`src/rtl/des_pkg.sv`:
```
// Shared DES definitions: permutation tables, S-boxes, key schedules and FSM states.
// Bit numbering is MSB-first ([0:N-1]); table entries are 1-based source bit positions.
package des_pkg;

  typedef enum logic [1:0] {
    IDLE  = 2'd0,
    ROUND = 2'd1,
    DONE  = 2'd2
  } des_state_e;

  localparam logic [6:0] IP_T [0:63] = '{
    7'd58, 7'd50, 7'd42, 7'd34, 7'd26, 7'd18, 7'd10, 7'd2,  7'd60, 7'd52, 7'd44, 7'd36, 7'd28, 7'd20, 7'd12, 7'd4,
    7'd62, 7'd54, 7'd46, 7'd38, 7'd30, 7'd22, 7'd14, 7'd6,  7'd64, 7'd56, 7'd48, 7'd40, 7'd32, 7'd24, 7'd16, 7'd8,
    7'd57, 7'd49, 7'd41, 7'd33, 7'd25, 7'd17, 7'd9,  7'd1,  7'd59, 7'd51, 7'd43, 7'd35, 7'd27, 7'd19, 7'd11, 7'd3,
    7'd61, 7'd53, 7'd45, 7'd37, 7'd29, 7'd21, 7'd13, 7'd5,  7'd63, 7'd55, 7'd47, 7'd39, 7'd31, 7'd23, 7'd15, 7'd7};

  localparam logic [6:0] FP_T [0:63] = '{
    7'd40, 7'd8, 7'd48, 7'd16, 7'd56, 7'd24, 7'd64, 7'd32, 7'd39, 7'd7, 7'd47, 7'd15, 7'd55, 7'd23, 7'd63, 7'd31,
    7'd38, 7'd6, 7'd46, 7'd14, 7'd54, 7'd22, 7'd62, 7'd30, 7'd37, 7'd5, 7'd45, 7'd13, 7'd53, 7'd21, 7'd61, 7'd29,
    7'd36, 7'd4, 7'd44, 7'd12, 7'd52, 7'd20, 7'd60, 7'd28, 7'd35, 7'd3, 7'd43, 7'd11, 7'd51, 7'd19, 7'd59, 7'd27,
    7'd34, 7'd2, 7'd42, 7'd10, 7'd50, 7'd18, 7'd58, 7'd26, 7'd33, 7'd1, 7'd41, 7'd9,  7'd49, 7'd17, 7'd57, 7'd25};

  localparam logic [6:0] E_T [0:47] = '{
    7'd32, 7'd1,  7'd2,  7'd3,  7'd4,  7'd5,  7'd4,  7'd5,  7'd6,  7'd7,  7'd8,  7'd9,  7'd8,  7'd9,  7'd10, 7'd11,
    7'd12, 7'd13, 7'd12, 7'd13, 7'd14, 7'd15, 7'd16, 7'd17, 7'd16, 7'd17, 7'd18, 7'd19, 7'd20, 7'd21, 7'd20, 7'd21,
    7'd22, 7'd23, 7'd24, 7'd25, 7'd24, 7'd25, 7'd26, 7'd27, 7'd28, 7'd29, 7'd28, 7'd29, 7'd30, 7'd31, 7'd32, 7'd1};

  localparam logic [6:0] P_T [0:31] = '{
    7'd16, 7'd7,  7'd20, 7'd21, 7'd29, 7'd12, 7'd28, 7'd17, 7'd1,  7'd15, 7'd23, 7'd26, 7'd5,  7'd18, 7'd31, 7'd10,
    7'd2,  7'd8,  7'd24, 7'd14, 7'd32, 7'd27, 7'd3,  7'd9,  7'd19, 7'd13, 7'd30, 7'd6,  7'd22, 7'd11, 7'd4,  7'd25};

  localparam logic [6:0] PC1_T [0:55] = '{
    7'd57, 7'd49, 7'd41, 7'd33, 7'd25, 7'd17, 7'd9,  7'd1,  7'd58, 7'd50, 7'd42, 7'd34, 7'd26, 7'd18,
    7'd10, 7'd2,  7'd59, 7'd51, 7'd43, 7'd35, 7'd27, 7'd19, 7'd11, 7'd3,  7'd60, 7'd52, 7'd44, 7'd36,
    7'd63, 7'd55, 7'd47, 7'd39, 7'd31, 7'd23, 7'd15, 7'd7,  7'd62, 7'd54, 7'd46, 7'd38, 7'd30, 7'd22,
    7'd14, 7'd6,  7'd61, 7'd53, 7'd45, 7'd37, 7'd29, 7'd21, 7'd13, 7'd5,  7'd28, 7'd20, 7'd12, 7'd4};

  localparam logic [6:0] PC2_T [0:47] = '{
    7'd14, 7'd17, 7'd11, 7'd24, 7'd1,  7'd5,  7'd3,  7'd28, 7'd15, 7'd6,  7'd21, 7'd10, 7'd23, 7'd19, 7'd12, 7'd4,
    7'd26, 7'd8,  7'd16, 7'd7,  7'd27, 7'd20, 7'd13, 7'd2,  7'd41, 7'd52, 7'd31, 7'd37, 7'd47, 7'd55, 7'd30, 7'd40,
    7'd51, 7'd45, 7'd33, 7'd48, 7'd44, 7'd49, 7'd39, 7'd56, 7'd34, 7'd53, 7'd46, 7'd42, 7'd50, 7'd36, 7'd29, 7'd32};

  // Encrypt rotates left by LS_T; decrypt walks back with RS_T (round 1 reuses C0/D0 for K16).
  localparam logic [1:0] LS_T [0:15] = '{
    2'd1, 2'd1, 2'd2, 2'd2, 2'd2, 2'd2, 2'd2, 2'd2, 2'd1, 2'd2, 2'd2, 2'd2, 2'd2, 2'd2, 2'd2, 2'd1};
  localparam logic [1:0] RS_T [0:15] = '{
    2'd0, 2'd1, 2'd2, 2'd2, 2'd2, 2'd2, 2'd2, 2'd2, 2'd1, 2'd2, 2'd2, 2'd2, 2'd2, 2'd2, 2'd2, 2'd1};

  // Each S-box: 64 nibbles, row-major (row*16+col), first hex digit is entry 0.
  localparam logic [255:0] SBOX_T [0:7] = '{
    256'hE4D12FB83A6C5907_0F74E2D1A6CB9538_41E8D62BFC973A50_FC8249175B3EA06D,
    256'hF18E6B34972DC05A_3D47F28EC01A69B5_0E7BA4D158C6932F_D8A13F42B67C05E9,
    256'hA09E63F51DC7B428_D709346A285ECBF1_D6498F30B12C5AE7_1AD069874FE3B52C,
    256'h7DE3069A1285BC4F_D8B56F03472C1AE9_A690CB7DF13E5284_3F06A1D8945BC72E,
    256'h2C417AB6853FD0E9_EB2C47D150FA3986_421BAD78F9C5630E_B8C71E2D6F09A453,
    256'hC1AF92680D34E75B_AF427C9561DE0B38_9EF528C3704A1DB6_432C95FABE17608D,
    256'h4B2EF08D3C975A61_D0B7491AE35C2F86_14BDC37EAF680592_6BD814A7950FE23C,
    256'hD2846FB1A93E50C7_1FD8A374C56B0E92_7B419CE206ADF358_21E74A8DFC90356B};

  function automatic logic [0:63] ip_perm(input logic [0:63] x);
    logic [0:63] y;
    logic [5:0]  j;
    y = 64'd0;
    for (int i = 0; i < 64; i++) begin
      j    = 6'(IP_T[i] - 7'd1);
      y[i] = x[j];
    end
    return y;
  endfunction

  function automatic logic [0:63] fp_perm(input logic [0:63] x);
    logic [0:63] y;
    logic [5:0]  j;
    y = 64'd0;
    for (int i = 0; i < 64; i++) begin
      j    = 6'(FP_T[i] - 7'd1);
      y[i] = x[j];
    end
    return y;
  endfunction

  function automatic logic [0:47] e_perm(input logic [0:31] x);
    logic [0:47] y;
    logic [4:0]  j;
    y = 48'd0;
    for (int i = 0; i < 48; i++) begin
      j    = 5'(E_T[i] - 7'd1);
      y[i] = x[j];
    end
    return y;
  endfunction

  function automatic logic [0:31] p_perm(input logic [0:31] x);
    logic [0:31] y;
    logic [4:0]  j;
    y = 32'd0;
    for (int i = 0; i < 32; i++) begin
      j    = 5'(P_T[i] - 7'd1);
      y[i] = x[j];
    end
    return y;
  endfunction

  function automatic logic [0:55] pc1_perm(input logic [0:63] x);
    logic [0:55] y;
    logic [5:0]  j;
    y = 56'd0;
    for (int i = 0; i < 56; i++) begin
      j    = 6'(PC1_T[i] - 7'd1);
      y[i] = x[j];
    end
    return y;
  endfunction

  function automatic logic [0:47] pc2_perm(input logic [0:55] x);
    logic [0:47] y;
    logic [5:0]  j;
    y = 48'd0;
    for (int i = 0; i < 48; i++) begin
      j    = 6'(PC2_T[i] - 7'd1);
      y[i] = x[j];
    end
    return y;
  endfunction

  function automatic logic [0:27] rotr28(input logic [0:27] x, input logic [1:0] n);
    case (n)
      2'd1:    return {x[27], x[0:26]};
      2'd2:    return {x[26:27], x[0:25]};
      default: return x;
    endcase
  endfunction

  function automatic logic [3:0] sbox(input logic [2:0] n, input logic [5:0] b);
    logic [5:0] idx;
    idx = {b[5], b[0], b[4:1]};
    return SBOX_T[n][{6'd63 - idx, 2'b00} +: 4];
  endfunction

endpackage

```
`src/rtl/des_f.sv`:
```
// DES round function f(R,K): expansion, subkey xor, eight S-boxes, P permutation.
module des_f
  import des_pkg::*;
(
  input  logic [0:31] r,
  input  logic [0:47] k,
  output logic [0:31] f
);

  logic [0:47] x_s;
  logic [0:31] s_s;

  // Expand, mix in the subkey and substitute six bits at a time
  always_comb begin
    x_s = e_perm(r) ^ k;
    s_s = 32'd0;
    for (int j = 0; j < 8; j++) begin
      s_s[4*j +: 4] = sbox(3'(j), x_s[6*j +: 6]);
    end
  end

  assign f = p_perm(s_s);

endmodule

```
`src/rtl/des_decrypt_iter.sv`:
```
// Iterative DES decryptor: one Feistel round per enabled clock, subkeys generated
// on the fly by rotating C/D right so K16 is used first and K1 last.
module des_decrypt_iter
  import des_pkg::*;
(
  input  logic        clk,
  input  logic        reset_n,
  input  logic        en,
  input  logic        in_valid,
  output logic        in_ready,
  input  logic [0:63] cyphertext,
  input  logic [0:63] key,
  output logic        out_valid,
  input  logic        out_ready,
  output logic [0:63] plaintext,
  output logic        busy
);

  des_state_e  state_r;
  logic [4:0]  rnd_r;
  logic [0:31] l_r;
  logic [0:31] r_r;
  logic [0:27] c_r;
  logic [0:27] d_r;
  logic [0:63] plaintext_r;
  logic        out_valid_r;
  logic        busy_r;

  logic [1:0]  rs_s;
  logic [0:27] c_rot_s;
  logic [0:27] d_rot_s;
  logic [0:47] k_s;
  logic [0:31] f_s;
  logic [0:31] r_new_s;
  logic [0:63] ip_s;
  logic [0:55] pc1_s;
  logic        in_ready_s;
  logic        accept_s;

  // Subkey for the current round and the input-side permutations
  always_comb begin
    rs_s    = RS_T[4'(rnd_r - 5'd1)];
    c_rot_s = rotr28(c_r, rs_s);
    d_rot_s = rotr28(d_r, rs_s);
    k_s     = pc2_perm({c_rot_s, d_rot_s});
    ip_s    = ip_perm(cyphertext);
    pc1_s   = pc1_perm(key);
  end

  des_f u_f (
    .r (r_r),
    .k (k_s),
    .f (f_s)
  );

  // Round result and handshake acceptance; DONE frees the slot as the output leaves
  always_comb begin
    r_new_s = l_r ^ f_s;
    case (state_r)
      IDLE:    in_ready_s = en;
      DONE:    in_ready_s = en & out_ready;
      default: in_ready_s = 1'b0;
    endcase
    accept_s = in_ready_s & in_valid;
  end

  // FSM, round counter, datapath registers and registered outputs
  always_ff @(posedge clk or negedge reset_n) begin
    if (!reset_n) begin
      state_r     <= IDLE;
      rnd_r       <= 5'd0;
      l_r         <= 32'd0;
      r_r         <= 32'd0;
      c_r         <= 28'd0;
      d_r         <= 28'd0;
      plaintext_r <= 64'd0;
      out_valid_r <= 1'b0;
      busy_r      <= 1'b0;
    end else if (en) begin
      if (accept_s) begin
        l_r         <= ip_s[0:31];
        r_r         <= ip_s[32:63];
        c_r         <= pc1_s[0:27];
        d_r         <= pc1_s[28:55];
        rnd_r       <= 5'd1;
        state_r     <= ROUND;
        busy_r      <= 1'b1;
        out_valid_r <= 1'b0;
      end else begin
        case (state_r)
          IDLE: begin
            state_r <= IDLE;
          end
          ROUND: begin
            c_r <= c_rot_s;
            d_r <= d_rot_s;
            l_r <= r_r;
            r_r <= r_new_s;
            if (rnd_r == 5'd16) begin
              // Final swap is undone: FP takes R16||L16
              plaintext_r <= fp_perm({r_new_s, r_r});
              out_valid_r <= 1'b1;
              busy_r      <= 1'b0;
              rnd_r       <= 5'd0;
              state_r     <= DONE;
            end else begin
              rnd_r <= rnd_r + 5'd1;
            end
          end
          DONE: begin
            if (out_ready) begin
              out_valid_r <= 1'b0;
              state_r     <= IDLE;
            end
          end
          default: begin
            state_r <= IDLE;
          end
        endcase
      end
    end
  end

  assign in_ready  = in_ready_s;
  assign out_valid = out_valid_r;
  assign plaintext = plaintext_r;
  assign busy      = busy_r;

endmodule

```
`config.mk`:
```
export PLATFORM = sky130hd
export DESIGN_NAME = des_decrypt_iter
export DESIGN_NICKNAME = d
export VERILOG_FILES = /design/src/rtl/des_pkg.sv /design/src/rtl/des_f.sv /design/src/rtl/des_decrypt_iter.sv
export SDC_FILE = /design/constraint.sdc
export NUM_CORES = 1
export LEC_CHECK = 0
export BUFFER_PORTS_ARGS = -buffer_cell sky130_fd_sc_hd__buf_2
export CAP_MARGIN = 10
export CORE_UTILIZATION = 59
export DETAILED_ROUTE_END_ITERATION = 6
export PLACE_DENSITY = 0.81
export SLEW_MARGIN = 20
export SYNTH_ARGS = -nofsm -noshare
export SYNTH_HDL_FRONTEND = slang
export SYNTH_SLANG_ARGS = --single-unit
```
`constraint.sdc`:
```
create_clock -name clk -period 5.54 [get_ports clk]
set_input_delay 0.554 -clock clk [delete_from_list [all_inputs] [get_ports clk]]
set_output_delay 0.554 -clock clk [all_outputs]
set_load 0.01 [all_outputs]
```
; ---- After elaboration in Yosys (flattened, before gate mapping)
; Memory sizes are Yosys's and may differ from the RTL's.
; Cells that the tools add are included.
; Widths: inputs -> output; s select.
[op_classes]
n_addsub = 10
order_cmp = 1
n_eq_ne = 7
n_shift = 8
mux = 27
n_bitwise = 6
n_reduce_logical = 11
[ops]
columns = operator, n
row1 = $shiftx 256x9->4 const A, 8
row2 = $mux 32, 4
row3 = $mux 28, 4
row4 = $pmux 28 s2, 2
row5 = $sub 6x6->6 const A, 8
row6 = $xor 48x48->48, 1
row7 = $xor 32x32->32, 1
row8 = $mux 5, 3
row9 = $mux 2, 5
row10 = $reduce_and 3->1, 3
row11 = $reduce_and 4->1, 2
row12 = $mux 1, 6
row13 = $ne 3x3->1 const B, 2
row14 = $reduce_bool 3->1, 2
row15 = $add 5x1->5 const B, 1
row16 = $eq 5x5->1 const B, 1
row17 = $ge 5x5->1 const B, 1
row18 = $not 4->5, 1
row19 = $eq 2x1->1 const B, 2
row20 = $eq 2x2->1 const B, 2
row21 = $pmux 1 s2, 2
row22 = $pmux 2 s2, 1
row23 = $reduce_bool 2->1, 2
row24 = $sub 4x1->4 const B, 1
row25 = other kinds (4), 5
[word_totals]
reg_bits = 193
mem_bits_ro = 32
inputBits = 133
elab_cells = 82
memories = 1
[memory_table]
columns = memory, words, width, rd, rd_clocked_by_memory_dff, write_ports, line_no
row1 = (name not given), 16, 2, 1, 0, 0, des_decrypt_iter.sv:42  ; rs_s = RS_T[4'(rnd_r - 5'd1)];

; ---- Logic depth before layout (Yosys ltp)
[depth]
depth_word = 13
mapped_depth = 25
mapped_depth_nobuf = 22

; ---- Cells and area by module
; A second synthesis with hierarchy kept.
[hier_totals]
hier_cells = 1750
area_unflattened_um2 = 15160.8
[modules_own_cells]
columns = mod, n_inst, cells_per_inst, area_per_inst_um2, seq_area_each_um2
row1 = des_decrypt_iter, 1, 1018, 9883.2, 4829.6
row2 = des_f, 1, 732, 5277.6, 0.0

; ---- Worst setup path before layout
; Ideal clock, no wire load.
[synth_timing]
path_kind = reg-to-reg
start = register rnd_r[0]
end = register plaintext_r (netlist bit plaintext[35])
setup_time_ps = 125
arrival_time_ps = 4553
setup_slack_ps = 862
path_stages_with_launch = 24
synth_period_minus_slack_ps = 4678
cell_sequence = dfrtp_1 clkbuf_1 inv_1 ha_1 inv_1 nand2_1 a21oi_1 a21oi_1 o21a_1 ha_1 buf_4 inv_4 buf_6 buf_6 mux2i_1 xor2_1 inv_1 ha_1 or2_2 a22o_1 o311ai_1 o311ai_1 xor2_1 mux2_2
[synth_between]
elab_chain_cells = 11
[synth_rtl]
columns = element, line_no
row1 = start: declaration, des_decrypt_iter.sv:20  ; logic [4:0] rnd_r;
row2 = start signal: assignment, des_decrypt_iter.sv:107  ; rnd_r <= rnd_r + 5'd1;
row3 = $sub 4x1->4, des_decrypt_iter.sv:42
row4 = $not 4->5 (not written as such), des_decrypt_iter.sv:42
row5 = $mem_v2 16x2, n/a
row6 = $mux 2 (not written as such) (2 in a row), des_decrypt_iter.sv:42
row7 = $eq 2x2->1 or $eq 2x1->1 (tied branches), des_pkg.sv:127  ; case (n)
row8 = $pmux 28 s2, des_pkg.sv:127
row9 = $xor 48x48->48, des_f.sv:15  ; x_s = e_perm(r) ^ k;
row10 = $sub 6x6->6, des_pkg.sv:137  ; return SBOX_T[n][{6'd63 - idx, 2'b00} +: 4];
row11 = $shiftx 256x9->4, des_pkg.sv:137
row12 = $xor 32x32->32, des_decrypt_iter.sv:58  ; r_new_s = l_r ^ f_s;
row13 = end signal: assignment, des_decrypt_iter.sv:101  ; plaintext_r <= fp_perm({r_new_s, r_r});
row14 = end: declaration, des_decrypt_iter.sv:25  ; logic [0:63] plaintext_r;
; Several ways; a longest one is shown, not always the timed one. The select of a mux whose other input is x is not followed.
; A chain may end at the register's enable or synchronous reset.

; ---- Worst setup path in the final report
[layout_timing]
start = register rnd_r[0]
end = register plaintext_r (netlist bit plaintext[25])
; The elaborated chain is that of the path after synthesis.

==> flow_summary.ini <==
[cts]
htree_levels = 4
cts_buffers = 17
clockBufferDepth = 2
post_cts.repair.setup_buffers = 0
cts_hold_buf = 0
cts_resized = 0
clock_latency_ns = 0.45
cts_tree = done
cts.clk_slew.worst_paths_ns = 0.09
clock-sinks = 193
cts-root-buf = clkbuf_16

[worst_setup_path]
crit_type = register to register
r2r_setup_slack_ns = 0.37
r2r_end = plaintext[25]$_DFFE_PN0P_
cpPeakStageDelay_ns = 0.51
crit_chain = inv_1 -> ha_1 -> inv_1 -> nand2_1 -> a21oi_1 -> a21oi_1 -> o21a_1 -> ha_2 -> buf_4 -> a221o_1 -> o21ai_1 -> xnor2_1 -> inv_1 -> ha_1 -> or3_1 -> nor2_1 -> a21oi_1 -> o221ai_1 -> nand4b_1 -> xnor2_1 -> o21ai_0
worstSetupEndpoint = plaintext[25]$_DFFE_PN0P_
crit_slowest_cell = dfrtp_1
cp_max_fo = 45
r2r_start = rnd_r[0]$_DFFE_PN0P_
worstPathArrival_ns = 5.49
start_kind = register
required_ns = 5.86
startpoint = rnd_r[0]$_DFFE_PN0P_
endpoint_kind = register
rr_worst_depth = 21

[routing]
wl_um = 47200
drt_iter0_drc = 1917
firstDrtPassIters = 6
drt-vias-per-instance = 6.52
antenna_left = 0
drc = 0
wl_per_cell_um = 20.2
vias = 15200

[flow_run]
max_cap_viol_count = 0

[sta]
period_minus_slack_ns = 5.17
fmax_mhz = 193
slew_viol_final = 0
setup_viol = 0
skew_ns = 0.0126
worst_pin_slew_ns = 1.11
post-route-period-util_pct = 93.4
hold_viol_final = 0
setup_tns_ns = 0
max-slew-margin-rel_pct = 25.9
rsz0062_at_grt = false

[placed_design]
dp.final_hpwl_um = 34100
dp_cells = 2304
place_congestion = 0.979
io_buffer_count = 191

[grt]
grt.total_usage_pct = 35.0
grt_overflow = 0
antenna_found_initial = 0
grt_pass1_wl_um = 73900
grt_pass1_vias = 13600
grt_max_degree = 99

[logic_synthesis]
ys_seq_area_share_pct = 31.2
synth_edf_count = 0
synth_seq_cells = 193
synth_cell_types = 87
synth_area_leader_cell = dfrtp_1
syn_nets = 2091
ys.flop_type = dfrtp_1
synth.avg_cell_area_um2 = 8.19
synth_top_area_share_pct = 31.2
async_reset_ff_share_pct = 100
ys_warn_count = 0
netlist_instances = 1893
netlist_area_um2 = 15500
synth_top_cells_by_area = dfrtp_1 (31%), nand2_1 (8.0%), o21ai_0 (5.8%)

[layout]
diodes = 0
final_cells = 2336
nets = 2191
final_util_pct = 67.6
area_growth_pct = 11.1
final_layout_size_suffix_gt1_share_pct = 17.0

[worst_hold_path]
holdCritPathClass = input port to asynchronous set/reset pin

[floorplanning]
die_h_um = 164
rows = 58
io_pins = 200
die_w_um = 164
dieArea_um2 = 26900
core_um2 = 25500
start_util_pct = 60.8

[status]
status = finished clean
-- Yosys cell counts (14+ instances only) --
| cell type | instances |
|---|---|
| a211oi_1 | 23 |
| a21oi_1 | 73 |
| a221o_1 | 40 |
| a221oi_1 | 16 |
| a22o_1 | 27 |
| a31oi_1 | 39 |
| and3_1 | 21 |
| buf_1 | 14 |
| buf_2 | 37 |
| clkbuf_1 | 90 |
| dfrtp_1 | 193 |
| ha_1 | 65 |
| inv_1 | 26 |
| mux2i_1 | 82 |
| nand2_1 | 329 |
| nand3_1 | 33 |
| nor2_1 | 143 |
| nor2b_1 | 19 |
| nor3_1 | 45 |
| o211ai_1 | 28 |
| o21a_1 | 21 |
| o21ai_0 | 179 |
| o221ai_1 | 14 |
| xnor2_1 | 53 |
| xor2_1 | 37 |
-- sequential cells by signal, summed over array words and instances, names as in the netlist --
signal and flops:
busy 1, c_r 28, d_r 28, l_r 32, out_valid 1, plaintext 64
r_r 32, rnd_r 5, state_r 2
-- critical path: cells and delay by family (launching register included) --
kind            cells  cell delay (ns)
compound gates      8             1.06
xor+xnor            2             0.72
buf+inv             4             0.88
flops               1             0.51
simple gates        4             0.93
fa+ha+maj           3             0.92
-- worst min path at each step --
stage | to | cells past startpoint | startpoint | slack (ns)
2_1_floorplan | busy$_DFFE_PN0P_ | 0 | reset_n | 0.26
3_3_place_gp | plaintext[6]$_DFFE_PN0P_ | 2 | plaintext[6]$_DFFE_PN0P_ | 0.45
3_5_place_dp | plaintext[48]$_DFFE_PN0P_ | 2 | plaintext[48]$_DFFE_PN0P_ | 0.46
4_1_cts | r_r[24]$_DFFE_PN0P_ | 1 | reset_n | 0.19
5_1_grt | plaintext[2]$_DFFE_PN0P_ | 1 | reset_n | 0.22
6_report | plaintext[63]$_DFFE_PN0P_ | 1 | reset_n | 0.15
-- layout by cell type, fill, tap and decap left out, drive strengths merged, types with 40 or more instances in the layout --
| cell | instances |
|---|---|
| a21oi | 74 |
| a221o | 40 |
| buf | 232 |
| dfrtp | 193 |
| ha | 65 |
| inv | 41 |
| mux2i | 88 |
| nand2 | 331 |
| nor2 | 146 |
| nor3 | 45 |
| o21ai | 194 |
| xnor2 | 62 |
| xor2 | 43 |
-- final cells by class --
cell class | instances | area [um2]
clock buffers | 17 | 425
clock inverters | 15 | 186
fillers | 2135 | 8260
inverters | 34 | 130
multi-input cells | 1514 | 9910
flip-flops and latches | 193 | 4830
well taps | 330 | 413
repair buffers | 233 | 1320
-- stage by stage --
step | hold WS, ns | setup slack (ns) | instance area (um2)
detailed placement | 0.459 | 0.493 | 16600
finish | 0.152 | 0.367 | 17200
CTS | 0.192 | 0.472 | 17200
global placement | 0.452 | 0.596 | 16600
floorplan | 0.258 | 0.862 | 15500
global route | 0.224 | 0.0433 | 17200
-- layer usage --
metal	up-vias	share of wire, %	GRT usage, %
met5	-	0	0
met4	0	2.5	10.2
met3	80	9.2	6.31
met2	793	44	52.7
met1	7265	44	51.0
li1	7084	-	-
-- logic make-up after synthesis --
group | synth area share [%]
muxes | 7.00
adders and majority gates | 5.31
DFF | 31.2
buffers and inverters | 5.28
xor gates and xnor gates | 6.81
AOI/OAI and AO/OA | 26.6
and+or+nand+nor | 17.9
Power is not shown: default switching activity piles up to over one toggle a cycle in this logic, so the estimate is an artifact.
